File: src/rtl/m_booth_pkg.sv
// rtl/m_booth_pkg.sv - shared Booth datapath mode constants and operand conversion
package m_booth_pkg;

    localparam logic [1:0] MODE_PASS = 2'd0;
    localparam logic [1:0] MODE_NEG  = 2'd1;
    localparam logic [1:0] MODE_ABS  = 2'd2;
    localparam logic [1:0] MODE_ONES = 2'd3;

    // Widest operand the conversion helper handles; callers pass their own width.
    localparam int CONV_MAXW = 64;

    // Converts the low w bits of x and returns {ovf, r} right-aligned, so a
    // caller casting the result to w+1 bits gets exactly {ovf, r}.
    // Negating the most negative value wraps back onto itself, which is why
    // the overflow case naturally returns the input unchanged.
    function automatic logic [CONV_MAXW:0] conv(input logic [CONV_MAXW-1:0] x,
                                                input logic [1:0]           mode,
                                                input int                   w);
        logic [CONV_MAXW-1:0] mask;
        logic [CONV_MAXW-1:0] xm;
        logic [CONV_MAXW-1:0] negx;
        logic [CONV_MAXW-1:0] min_val;
        logic [CONV_MAXW-1:0] r;
        logic [CONV_MAXW:0]   res;
        logic                 is_min;
        logic                 ovf;
        mask = '0;
        for (int i = 0; i < CONV_MAXW; i++) begin
            mask[i] = (i < w);
        end
        xm         = x & mask;
        negx       = (~xm + 1'b1) & mask;
        min_val    = '0;
        min_val[w-1] = 1'b1;
        is_min     = (xm == min_val);
        r          = xm;
        ovf        = 1'b0;
        case (mode)
            MODE_PASS: begin
                r   = xm;
                ovf = 1'b0;
            end
            MODE_NEG: begin
                r   = negx;
                ovf = is_min;
            end
            MODE_ABS: begin
                r   = xm[w-1] ? negx : xm;
                ovf = is_min;
            end
            default: begin
                r   = ~xm & mask;
                ovf = 1'b0;
            end
        endcase
        res    = {1'b0, r};
        res[w] = ovf;
        return res;
    endfunction

endpackage

File: src/rtl/m_sync_fifo_mod.sv
// rtl/m_sync_fifo_mod.sv - synchronous FIFO with wrap-bit pointers
module m_sync_fifo_mod #(
    parameter int WIDTH = 6,
    parameter int DEPTH = 4,
    parameter int CNTW  = $clog2(DEPTH + 1)
) (
    input  logic             clock,
    input  logic             reset,
    input  logic             push,
    input  logic             pop,
    input  logic [WIDTH-1:0] din,
    output logic [WIDTH-1:0] dout,
    output logic [CNTW-1:0]  count,
    output logic             full,
    output logic             empty
);

    localparam int AW = $clog2(DEPTH);

    logic [WIDTH-1:0] mem [DEPTH];
    logic [AW:0]      wr_ptr;
    logic [AW:0]      rd_ptr;

    assign empty = (wr_ptr == rd_ptr);
    assign full  = (wr_ptr[AW] != rd_ptr[AW]) && (wr_ptr[AW-1:0] == rd_ptr[AW-1:0]);
    assign count = CNTW'(wr_ptr - rd_ptr);
    // Empty reads as zero so the output is clean after reset.
    assign dout  = empty ? '0 : mem[rd_ptr[AW-1:0]];

    // Storage write; contents need no reset because empty masks them.
    always_ff @(posedge clock) begin
        if (push && !full) begin
            mem[wr_ptr[AW-1:0]] <= din;
        end
    end

    // Pointer update; the extra MSB distinguishes full from empty.
    always_ff @(posedge clock) begin
        if (reset) begin
            wr_ptr <= '0;
            rd_ptr <= '0;
        end else begin
            if (push && !full) begin
                wr_ptr <= wr_ptr + 1'b1;
            end
            if (pop && !empty) begin
                rd_ptr <= rd_ptr + 1'b1;
            end
        end
    end

endmodule

File: src/rtl/m_2s_complement_q_mod.sv
// rtl/m_2s_complement_q_mod.sv - queued two's-complement operand conversion unit
module m_2s_complement_q_mod
    import m_booth_pkg::*;
#(
    parameter int BITLEN = 5,
    parameter int DEPTH  = 4,
    parameter int CNTW   = $clog2(DEPTH + 1)
) (
    input  logic              clock,
    input  logic              reset,
    input  logic [BITLEN-1:0] in_tog,
    input  logic [1:0]        in_mode,
    input  logic              in_tog_valid_pulse,
    output logic              mod_busy,
    output logic [BITLEN-1:0] out_tog,
    output logic              out_ovf,
    output logic              out_tog_valid,
    input  logic              out_tog_ready,
    output logic [CNTW-1:0]   out_count,
    output logic              drop_err
);

    localparam int FW = BITLEN + 1;

    logic              stage_v;
    logic [BITLEN-1:0] stage_x;
    logic [1:0]        stage_mode;
    logic              busy_q;
    logic              drop_q;

    logic              accept;
    logic              push;
    logic              pop;
    logic [FW-1:0]     fifo_din;
    logic [FW-1:0]     fifo_dout;
    logic [CNTW-1:0]   fifo_count;
    logic              fifo_full;
    logic              fifo_empty;
    logic [CNTW:0]     count_next;

    assign accept   = in_tog_valid_pulse && !busy_q;
    assign push     = stage_v && !fifo_full;
    assign pop      = !fifo_empty && out_tog_ready;
    assign fifo_din = FW'(conv(CONV_MAXW'(stage_x), stage_mode, BITLEN));

    // Occupancy after this edge: what the FIFO will hold plus the new stage entry.
    always_comb begin
        count_next = (CNTW+1)'(fifo_count) + (CNTW+1)'(push) - (CNTW+1)'(pop)
                   + (CNTW+1)'(accept);
    end

    // Stage register: holds the accepted operand for one cycle of conversion.
    always_ff @(posedge clock) begin
        if (reset) begin
            stage_v    <= 1'b0;
            stage_x    <= '0;
            stage_mode <= MODE_PASS;
        end else begin
            stage_v <= accept;
            if (accept) begin
                stage_x    <= in_tog;
                stage_mode <= in_mode;
            end
        end
    end

    // Credit check counts the in-flight stage entry, so the stage never meets a full FIFO.
    always_ff @(posedge clock) begin
        if (reset) begin
            busy_q <= 1'b0;
            drop_q <= 1'b0;
        end else begin
            busy_q <= (count_next >= (CNTW+1)'(DEPTH));
            if (in_tog_valid_pulse && busy_q) begin
                drop_q <= 1'b1;
            end
        end
    end

    m_sync_fifo_mod #(
        .WIDTH (FW),
        .DEPTH (DEPTH),
        .CNTW  (CNTW)
    ) u_fifo (
        .clock (clock),
        .reset (reset),
        .push  (push),
        .pop   (pop),
        .din   (fifo_din),
        .dout  (fifo_dout),
        .count (fifo_count),
        .full  (fifo_full),
        .empty (fifo_empty)
    );

    assign out_tog       = fifo_dout[BITLEN-1:0];
    assign out_ovf       = fifo_dout[BITLEN];
    assign out_tog_valid = !fifo_empty;
    assign out_count     = fifo_count + CNTW'(stage_v);
    assign mod_busy      = busy_q;
    assign drop_err      = drop_q;

endmodule

File: config.mk
export PLATFORM = sky130hd
export DESIGN_NAME = m_2s_complement_q_mod
export DESIGN_NICKNAME = d
export VERILOG_FILES = /design/src/rtl/m_booth_pkg.sv /design/src/rtl/m_sync_fifo_mod.sv /design/src/rtl/m_2s_complement_q_mod.sv
export SDC_FILE = /design/constraint.sdc
export NUM_CORES = 1
export LEC_CHECK = 0
export BUFFER_PORTS_ARGS = -buffer_cell sky130_fd_sc_hd__buf_2
export CORE_ASPECT_RATIO = 1.25
export CORE_MARGIN = 1.5
export CORE_UTILIZATION = 45
export DETAILED_ROUTE_END_ITERATION = 8
export HOLD_SLACK_MARGIN = 0.02
export PLACE_DENSITY_LB_ADDON = 0.05
export SETUP_SLACK_MARGIN = 0.05
export SLEW_MARGIN = 10
export SYNTH_ARGS = -nofsm -noshare
export SYNTH_HDL_FRONTEND = slang
export SYNTH_SLANG_ARGS = --single-unit
File: constraint.sdc
create_clock -name clock -period 5.9 [get_ports clock]
set_input_delay 1.18 -clock clock [delete_from_list [all_inputs] [get_ports clock]]
set_output_delay 1.18 -clock clock [all_outputs]
set_load 0.03 [all_outputs]
Yosys cells after proc, flatten, opt, wreduce, memory -nomap -nowiden

Memory sizes are Yosys's and may differ from the RTL's. A register that Yosys moved wholly into a read port is not among the register bits.
Cells that the tools add are included.

Output and inout port bits: 12
Bits in registers: 16
Logic and storage cells: 44
Input bits: 11
Bits in writable memories: 24
Memories: 1

Reduce and logical (&&, ||, !) cells: 12
Magnitude comparators: 1
Multiplexer cells: 8
Equality and inequality tests: 6
$add $sub $neg: 8
Bitwise logic cells: 1

Memory list:

| memory     | depth | bits a word | read ports | clocked after memory_dff | wr ports | RTL line              | source |
|---|---|---|---|---|---|---|---|
| u_fifo.mem | 4     | 6           | 1          | 1                        | 1        | m_sync_fifo_mod.sv:20 | `logic [WIDTH-1:0] mem [DEPTH];` |

Operator list:

| operator            | number |
|---|---|
| $pmux 5 s3          | 1 |
| $logic_and 1x1->1   | 7 |
| $add 3x1->3 const B | 2 |
| $mux 6              | 1 |
| $add 5x1->5 const B | 1 |
| $eq 5x5->1 const B  | 1 |
| $mux 5              | 1 |
| $not 5->5           | 1 |
| $add 3x1->4         | 1 |
| $add 4x1->4         | 1 |
| $ge 4x3->1 const B  | 1 |
| $mux 2              | 2 |
| $sub 4x1->4         | 1 |
| $add 3x1->3         | 1 |
| $eq 3x3->1          | 1 |
| $logic_not 1->1     | 3 |
| $mux 1              | 3 |
| $sub 3x3->3         | 1 |
| $eq 2x1->1 const B  | 1 |
| $eq 2x2->1          | 1 |
| $eq 2x2->1 const B  | 1 |
| $logic_not 2->1     | 1 |
| $reduce_or 2->1     | 1 |
| $ne 1x1->1          | 1 |

Longest topological paths before layout

Gate-level depths: netlist of the first run.

Depth after elaboration: 8
Gate-level depth with buffers: 12
Mapped depth without buffers: 12

Modules after synthesis

A second synthesis of the first run with hierarchy kept.

Cells, all modules: 198
Area total of the unflattened synthesis: 2260.9 um^2

Modules (own cells, without submodules):

| module                | area an instance (um^2) | seq. area each (um^2) | cells each | times used |
|---|---|---|---|---|
| m_sync_fifo_mod       | 1496.4                  | 880.8                 | 104        | 1 |
| m_2s_complement_q_mod | 764.5                   | 200.2                 | 94         | 1 |

Least setup slack after synthesis of the first run

No wires, ideal clock.

Kind: flip-flop to output port
Start: register u_fifo.wr_ptr[0]
End: output out_count[2]
Data arrival time: 1.883 ns
Cell stages (with the launch flop): 7
Path slack: 2.837 ns
Buffers on the path: 0
Required time: 4.720 ns
Path through: dfxtp_1 inv_1 ha_1 inv_1 fa_1 ha_1 xnor2_1

Longest elaborated chain between the ends: 2

RTL lines:

| item                     | RTL line                    | source |
|---|---|---|
| start: declaration       | m_sync_fifo_mod.sv:21       | `logic [AW:0] wr_ptr;` |
| start signal: assignment | m_sync_fifo_mod.sv:44       | `wr_ptr <= wr_ptr + 1'b1;` |
| $sub 3x3->3              | m_sync_fifo_mod.sv:26       | `assign count = CNTW'(wr_ptr - rd_ptr);` |
| $add 3x1->3              | m_2s_complement_q_mod.sv:99 | `assign out_count = fifo_count + CNTW'(stage_v);` |
| end: declaration         | m_2s_complement_q_mod.sv:19 | `output logic [CNTW-1:0] out_count,` |

Every way passes these cells.

Worst setup path after layout of the first run

Ends and elaborated chain as after synthesis.

==> results.cfg, run 1 <==
[worst_setup_path]
cp-end-kind = primary output
crit_required_ps = 4720
startpoint_type = flip-flop
critPathLaunch = u_fifo.wr_ptr[0]
reg2reg_from = u_fifo.wr_ptr[0]
path_class = reg -> out
cp.arrival_ps = 2090
crit_path_max_fanout = 4

[finish]
nets = 233
fin_cells = 261
area_growth_pct = 13.9
ff_latch_area_um2 = 1080
nFillCells = 409
layout-drive-gt1-share = 0.187
diodes = 0
multi_input_area_um2 = 917

[drt]
dr.first_iter.drc_count = 49
firstDrtPassIters = 4
drtAntennaViolNets = 0
drc = 0
wire_per_inst_um = 13.2
viasPerCell = 4.99
wl_um = 3450
num_vias = 1303

[synthesis]
synth_common_cells = 24 x edfxtp_1, 19 x ha_1, 18 x dfxtp_1, 18 x nand2_1, 17 x inv_1
synth_top_cell_area_share = 0.345
synth_edf_count = 24
syn_avg_cell_area_um2 = 11.7
synthArstFlopShare = 0
ys.flop_type = edfxtp_1
ys_warn_count = 0
synth_area_leaders = edfxtp_1 35%, dfxtp_1 17%, ha_1 11%, mux4_2 6.5%, nand2_1 3.2%
netlist_instances = 179
yosysTopAreaCell = edfxtp_1
ys_seq_area_frac = 0.518
synth-seq-cells = 42
ys_types = 34
synth_nets = 210
yosys.cell_count.top_type = edfxtp_1
syn_area_um2 = 2090

[placed_design]
place_congestion = 0.731
placed_cells = 253
io_buffers = 22
dp_hpwl_um = 2660

[clocking]
clkTransAtPathRegs_ps = 80
cts_buffers = 5
post_cts_buffers = 0
insertion_delay_ps = 290
cts.sink_count = 42
ctsHoldBuffers = 0
cts_tree = yes
h-tree-depth = 2
post_cts_resized = 0
root_buffer = clkbuf_8
ctsLongestPathBuffers = 2

[sta]
post-route-period-util = 0.555
whs_ps = 489
setup_violations = 0
fin_skew_ps = 7.92
slew_violations = 0
tightest_slew_ps = 517
grt_setup_unrepaired = false
finalHoldViolCount = 0
slew_headroom = 0.654
fmax_ghz = 0.305
final.setup.tns_ps = 0
period_minus_slack_ps = 3270

[global_route]
grt.overflow.total = 0
grt_pass1_vias = 1310
grt_antenna_before_repair = 0
grt_start_max_net_pins = 19
grt_util_met3 = 0.0382
busiest_layer = met2
met1_usage = 0.179
met2_usage = 0.285
grtUsageTotal = 0.158
grt_pass1_wl_um = 6040

[worst_hold_path]
hp-start = drop_err
min_path_type = reg -> reg

[power]
p_per_area_nw_per_um2 = 377
p_leak_nw = 0.980
ir_worst_vdd_mv = 0.233

[run_status]
status = completed

[floorplan]
start_util = 0.472
die_width_um = 63.9
ios = 23
rows = 27
core_area_um2 = 4430
dieArea_um2 = 5060
die-height_um = 79.1

[run]
drv_cap = 0
==> per-layer routing <==
| layer | routed length (um) | vias to the layer above |
|---|---|---|
| li1 | - | 666 |
| met1 | 1440 | 604 |
| met2 | 1830 | 28 |
| met3 | 135 | 5 |
| met4 | 50 | 0 |
| met5 | 0 | - |
==> report_power, final <==
part	leakage (nW)	total [mW]	switching, mW	internal, mW
registers	0.372	0.365	0.0249	0.340
logic	0.542	0.281	0.173	0.108
clock network	0.0665	0.250	0.0975	0.152
==> worst max-delay path, cell delays in order (launching register included) <==
cell and delay, ps:
dfxtp_1 400, inv_1 100, ha_1 180, inv_1 70, fa_1 460, ha_1 240, xnor2_1 140, buf_2 210
==> kinds of logic after synthesis <==
| kind of cell | count (synthesis) | share of synthesized area |
|---|---|---|
| AND/OR/NAND/NOR | 50 | 0.115 |
| adder cells (fa/ha/maj) | 20 | 0.124 |
| multiplexers | 9 | 0.0797 |
| AO/OA/AOI/OAI | 27 | 0.0797 |
| flip-flops | 42 | 0.518 |
| buffers and inverters | 23 | 0.0426 |
| XOR/XNOR | 8 | 0.0414 |
==> final timing paths <==
check,end,slack (ps),cells after the start
hold / removal,drop_err,490,2
setup / recovery,out_count[2],2630,7
hold reg to reg,drop_err,490,2
setup reg to reg,mod_busy,3250,12
==> cell usage in the layout, fill, tap and decap left out, types with 3 or more instances in the layout <==
master / Yosys / final
a21oi_1: 13 / 13
xnor2_1: 3 / 3
ha_1: 19 / 19
inv_1: 17 / 17
buf_2: 1 / 22
o21ai_0: 4 / 4
and2_1: 5 / 5
nor3_1: 3 / 3
clkbuf_8: 0 / 5
nor2b_1: 8 / 8
mux4_2: 6 / 6
dfxtp_1: 18 / 18
nand2_1: 18 / 18
xor2_1: 4 / 4
nor2_1: 10 / 10
edfxtp_1: 24 / 24
==> area by class of cell <==
cell class | count | area share
Sequential cell | 42 | 0.455
Timing Repair Buffer | 22 | 0.0463
Clock buffer | 6 | 0.0395
Multi-Input combinational cell | 114 | 0.386
Inverter | 17 | 0.0268
Tap cell | 58 | 0.0305
Clock inverter | 2 | 0.0163
==> flip-flops by register name, indices dropped and copies added (netlist names), named ones only <==
| register | count |
|---|---|
| u_fifo.mem | 24 |
| stage_x | 5 |
| u_fifo.rd_ptr | 3 |
| u_fifo.wr_ptr | 3 |
| stage_mode | 2 |
| drop_err | 1 |
| mod_busy | 1 |
| stage_v | 1 |
==> per-stage QoR <==
stage | setup slack (ps) | util | power (mW) | cell area (um2)
after floorplan | 2840 | - | 0.589 | 2090
after global placement | 2980 | 0.507 | 0.646 | 2240
after detailed placement | 2950 | 0.507 | 0.655 | 2240
after CTS | 2600 | 0.537 | 0.906 | 2380
after global routing | 2460 | 0.537 | 0.958 | 2380
final | 2630 | 0.537 | 0.895 | 2380
Power figures use the tool's default switching activity.
==> inputs of run 2 (changes only) <==
--- a/config.mk
+++ b/config.mk
@@ -5,6 +5,7 @@
 export SDC_FILE = /design/constraint.sdc
 export NUM_CORES = 1
 export LEC_CHECK = 0
+export ABC_AREA = 1
 export BUFFER_PORTS_ARGS = -buffer_cell sky130_fd_sc_hd__buf_2
 export CORE_ASPECT_RATIO = 1.25
 export CORE_MARGIN = 1.5
==> constraint.sdc (replaced) <==
create_clock -name clock -period 3.4 [get_ports clock]
set_input_delay 0.68 -clock clock [delete_from_list [all_inputs] [get_ports clock]]
set_output_delay 0.68 -clock clock [all_outputs]
set_load 0.03 [all_outputs]
==> run 2 against run 1 <==
Compared with the run above: sequential share of layout area down 0.75 points; highest routed layer unchanged; total power increased by 110%; synthesized cell count grew 34%; via count increased by 19%; critical path type unchanged.
==> results.cfg, run 2 <==
[synthesis]
ys_warn_count = 0
synth_top_cell_area_share = 0.333
yosysTopAreaCell = edfxtp_1
synth_top_family_by_area = simple AND/OR/NAND/NOR gates
synth_nets = 270
syn_avg_cell_area_um2 = 9.07
ys_types = 27
netlist_instances = 239
synth_area_leaders = edfxtp_1 33%, dfxtp_1 17%, ha_1 11%, nor2_1 7.4%, inv_1 6.2%
synth-simple-area-share = 0.163
synth_common_cells = 43 x nor2_1, 36 x inv_1, 26 x o21ai_0
synth-adder-area-share = 0.119
yosys.cell_count.top_type = nor2_1
synth_compound_area_frac = 0.129
synth-seq-cells = 42
ys_seq_area_frac = 0.499
synthMuxAreaShare = 0
synth_edf_count = 24
synth-xor-area-share = 0.0162
synthArstFlopShare = 0
ys.flop_type = edfxtp_1
syn_area_um2 = 2170

[run]
drv_cap = 0

[drt]
drtAntennaViolNets = 0
wire_per_inst_um = 12.4
wl_um = 4030
firstDrtPassIters = 4
dr.first_iter.drc_count = 50
viasPerCell = 4.79
drc = 0
num_vias = 1556

[floorplan]
rows = 28
ios = 23
die_width_um = 65.1
die-height_um = 80.6
start_util = 0.462
dieArea_um2 = 5240
core_area_um2 = 4690

[sta]
final.setup.tns_ps = 0
period_minus_slack_ps = 2750
slew_violations = 0
grt_setup_unrepaired = false
slew_headroom = 0.587
setup_ws_ps = 647
finalHoldViolCount = 0
tightest_slew_ps = 617
whs_ps = 477
post-route-period-util = 0.810
fmax_ghz = 0.363
setup_violations = 0
fin_skew_ps = 5.84

[power]
power_mw = 1.87
p_leak_nw = 1.08
p_per_area_nw_per_um2 = 773
ir_worst_vdd_mv = 0.435

[clocking]
ctsHoldBuffers = 0
clkTransAtPathRegs_ps = 80
ctsLongestPathBuffers = 2
root_buffer = clkbuf_8
cts_tree = yes
insertion_delay_ps = 290
cts.sink_count = 42
h-tree-depth = 2
cts_buffers = 5
post_cts_buffers = 0
post_cts_resized = 0

[worst_setup_path]
cp.arrival_ps = 2070
crit_path_max_fanout = 4
path_class = reg -> out
cp-end-kind = primary output
crit_required_ps = 2720
startpoint_type = flip-flop

[finish]
largest_reg_flops = 24
area_growth_pct = 11.5
ff_latch_area_um2 = 1080
multi_input_area_um2 = 926
diodes = 0
nets = 295
mostFrequentLayoutCell = nor2_1
nFillCells = 470
layout-drive-gt1-share = 0.155
most-common-layout-cells = 43 x nor2_1, 36 x inv_1, 26 x o21ai_0

[placed_design]
dp_hpwl_um = 2980
io_buffers = 22
place_congestion = 0.726
pre_cts_slack_ps = 973

[global_route]
grtUsageTotal = 0.177
grt_pass1_vias = 1506
grt_start_max_net_pins = 15
grt.overflow.total = 0
grt_antenna_before_repair = 0
grt_pass1_wl_um = 7040

[run_status]
status = completed

[worst_hold_path]
min_path_type = reg -> reg
run 2: cell count changes after synthesis, sizes merged, moves of 3 or more:
cell / delta
nand2: +7
a21oi: +10
o21ai: +22
mux4: -6
nor2b: -8
nand3: +5
nor2: +35
clkbuf: -4
and2: -5
inv: +21
nor3: -3
run 2: layer usage:
layer / track usage / share of wire / vias to the layer above / wire (um)
met5: 0 / 0 / - / 0
met4: 0.0563 / 0.015 / 0 / 59
met3: 0.0336 / 0.028 / 6 / 112
met2: 0.304 / 0.48 / 29 / 1950
met1: 0.223 / 0.47 / 692 / 1910
li1: - / - / 829 / -
run 2: logic make-up (layout without fill, tap and decap cells):
family,Yosys count,in the layout
simple gates,78,78
compound gates,53,53
xor+xnor,4,4
flops,42,42
fa+ha+maj,20,20
buf+inv,42,68
run 2: final timing paths:
check / start / to / slack, ps / cells after the start
max: u_fifo.wr_ptr[0] / out_count[2] / 650 / 7
min: drop_err / drop_err / 480 / 2
max reg2reg: u_fifo.wr_ptr[0] / mod_busy / 1080 / 15
min reg2reg: drop_err / drop_err / 480 / 2
run 2: power by group:
group / internal, mW / switching (mW)
Combinational: 0.293 / 0.575
Sequential: 0.629 / 0.0625
Clock: 0.142 / 0.168
run 2: cell type report:
| type | instances | share of cell area |
|---|---|---|
| flip-flops and latches | 42 | 0.447 |
| multi-input cells | 155 | 0.383 |
| inverters | 38 | 0.0590 |
| repair buffers | 22 | 0.0455 |
| well taps | 60 | 0.0311 |
| clock buffers | 6 | 0.0300 |
| clock inverters | 2 | 0.00414 |
run 2: through the flow:
step	util	std cells	instance area (um2)
floorplan	-	239	2170
global placement	0.497	317	2330
detailed placement	0.497	317	2330
CTS	0.515	325	2420
global route	0.515	325	2420
finish	0.515	325	2420
run 2: critical path: stages (launching register included):
cell	delay (ps)
dfxtp_1	380
inv_1	100
ha_1	190
inv_1	60
fa_1	450
ha_1	240
xnor2_1	140
buf_2	210
==> inputs of run 3 (changes only) <==
==> constraint.sdc (replaced) <==
create_clock -name clock -period 2.54 [get_ports clock]
set_input_delay 0.508 -clock clock [delete_from_list [all_inputs] [get_ports clock]]
set_output_delay 0.508 -clock clock [all_outputs]
set_load 0.03 [all_outputs]
==> run 3 against run 2 <==
Compared with the run above: clock-buffer cell count is 1 lower; register-to-register slack got worse by 790 ps; non-clock buffer count rose by 4; setup slack got worse by 530 ps; total power increased by 36%; first-iteration DRC count is 20% higher; highest routed layer unchanged; final cell count is 1.2% higher; global-route usage grew 0.13 points; critical path type unchanged; flip-flop and latch count unchanged; sequential power is 31% higher; routed wire length is 1.1% higher; worst hold slack worse by 20 ps.
==> results.cfg, run 3 (synthesized netlist as in run 2, its figures left out) <==
[finish]
final_util = 0.523
diodes = 0
layout-drive-gt1-share = 0.182
nets = 299
largest_reg_flops = 24
area_growth_pct = 13.4
mostFrequentLayoutCell = nor2_1
nFillCells = 491
most-common-layout-cells = 43 x nor2_1, 35 x inv_1, 26 x o21ai_0

[clocking]
cts_tree = yes
ctsLongestPathBuffers = 2
insertion_delay_ps = 290
cts_buffers = 5
cts.sink_count = 42
clkTransAtPathRegs_ps = 80
h-tree-depth = 2
root_buffer = clkbuf_8

[worst_setup_path]
r2r_cells = 10
r2r_end = mod_busy
critical_path.top_delay_family = adder cells
cp.arrival_ps = 1910
cp_slowest_cell = fa_1
worst-path-buf-inv = 3
reg2reg_slack_ps = 290
crit_path_end = out_count[2]
reg2reg_from = u_fifo.wr_ptr[0]
path_depth = 7
crit_required_ps = 2030
critPathMaxStageDelay_ps = 460
crit_chain = inv_2 > ha_1 > inv_1 > fa_1 > ha_2 > xnor2_1 > buf_4
cp-end-kind = primary output
startpoint_type = flip-flop
path_class = reg -> out
crit_path_max_fanout = 4
critPathLaunch = u_fifo.wr_ptr[0]

[sta]
setup_violations = 0
final.setup.tns_ps = 0
period_minus_slack_ps = 2420
grt_setup_unrepaired = true
slew_violations = 0
tightest_slew_ps = 632
fmax_ghz = 0.413
setup_ws_ps = 119
fin_skew_ps = 3.19
finalHoldViolCount = 0
slew_headroom = 0.577
post-route-period-util = 0.953

[run_status]
status = completed

[floorplan]
die-height_um = 80.6
core_area_um2 = 4690
rows = 28
die_width_um = 65.1
ios = 23
dieArea_um2 = 5240
start_util = 0.462

[drt]
viasPerCell = 4.78
dr.first_iter.drc_count = 60
drtAntennaViolNets = 0
firstDrtPassIters = 4
drc = 0
num_vias = 1573
wl_um = 4070
wire_per_inst_um = 12.4

[placed_design]
dp_hpwl_um = 2980
place_congestion = 0.763
io_buffers = 22
pre_cts_slack_ps = 221

[global_route]
grt_start_max_net_pins = 15
grt_pass1_vias = 1482
grtUsageTotal = 0.178
grt_pass1_wl_um = 6900
grt_antenna_before_repair = 0
grt.overflow.total = 0

[power]
p_leak_nw = 1.09
p_per_area_nw_per_um2 = 1040
power_mw = 2.55
ir_worst_vdd_mv = 0.638

[worst_hold_path]
min_path_type = in -> reg

[run]
drv_cap = 0
[run 3: changes by cell type in the layout (fill, tap and decap cells not counted), sizes merged]
| cell | previous run | this run |
|---|---|---|
| buf | 22 | 26 |
| clkbuf | 6 | 5 |
| clkinv | 2 | 1 |
| clkinvlp | 0 | 2 |
[run 3: how the worst min path moves through the flow]
stage | slack (ps) | depth (start not counted) | startpoint | end
6_report | 460 | 2 | reset | u_fifo.rd_ptr[2]
5_1_grt | 460 | 2 | reset | u_fifo.rd_ptr[2]
4_1_cts | 460 | 2 | reset | u_fifo.rd_ptr[2]
3_5_place_dp | 460 | 2 | drop_err | drop_err
3_3_place_gp | 450 | 2 | drop_err | drop_err
2_1_floorplan | 480 | 2 | stage_x[0] | stage_x[0]
[run 3: metal layers]
metal  wire length [um]  up-vias  GRT usage
met5                  0        -          0
met4                 53        0     0.0542
met3                104        5     0.0378
met2               2130       21      0.319
met1               1780      713      0.212
li1                   -      834          -
[run 3: final cells by class]
type | instances | area (um2) | share of cell area
clock buffer | 5 | 68.8 | 0.0280
clock inverter | 3 | 16.3 | 0.00662
inverter | 38 | 143 | 0.0580
multi-input combinational | 155 | 928 | 0.378
sequential | 42 | 1080 | 0.441
tap | 60 | 75.1 | 0.0305
timing repair buffer | 26 | 143 | 0.0580
[run 3: per-stage QoR]
step,cell area (um2),hold WS [ps],std cells
6_report,2460,457,329
5_1_grt,2460,459,329
4_1_cts,2460,455,329
3_5_place_dp,2350,456,319
3_3_place_gp,2350,452,319
2_1_floorplan,2170,475,239
[run 3: repair_timing]
action                                  4_1_cts  5_1_grt
pin swaps                                     2        2
buffers inserted                              2        0
endpoints found under the setup margin        2        3
hold buffers                                  0        0
gates resized for setup                       5        0
hold endpoints to repair                      0        0
[run 3: power breakdown]
| part | total (mW) | internal [mW] | switching, mW |
|---|---|---|---|
| sequential | 0.909 | 0.844 | 0.0648 |
| combinational | 1.23 | 0.422 | 0.807 |
| clock | 0.412 | 0.187 | 0.225 |
| total | 2.55 | 1.45 | 1.10 |
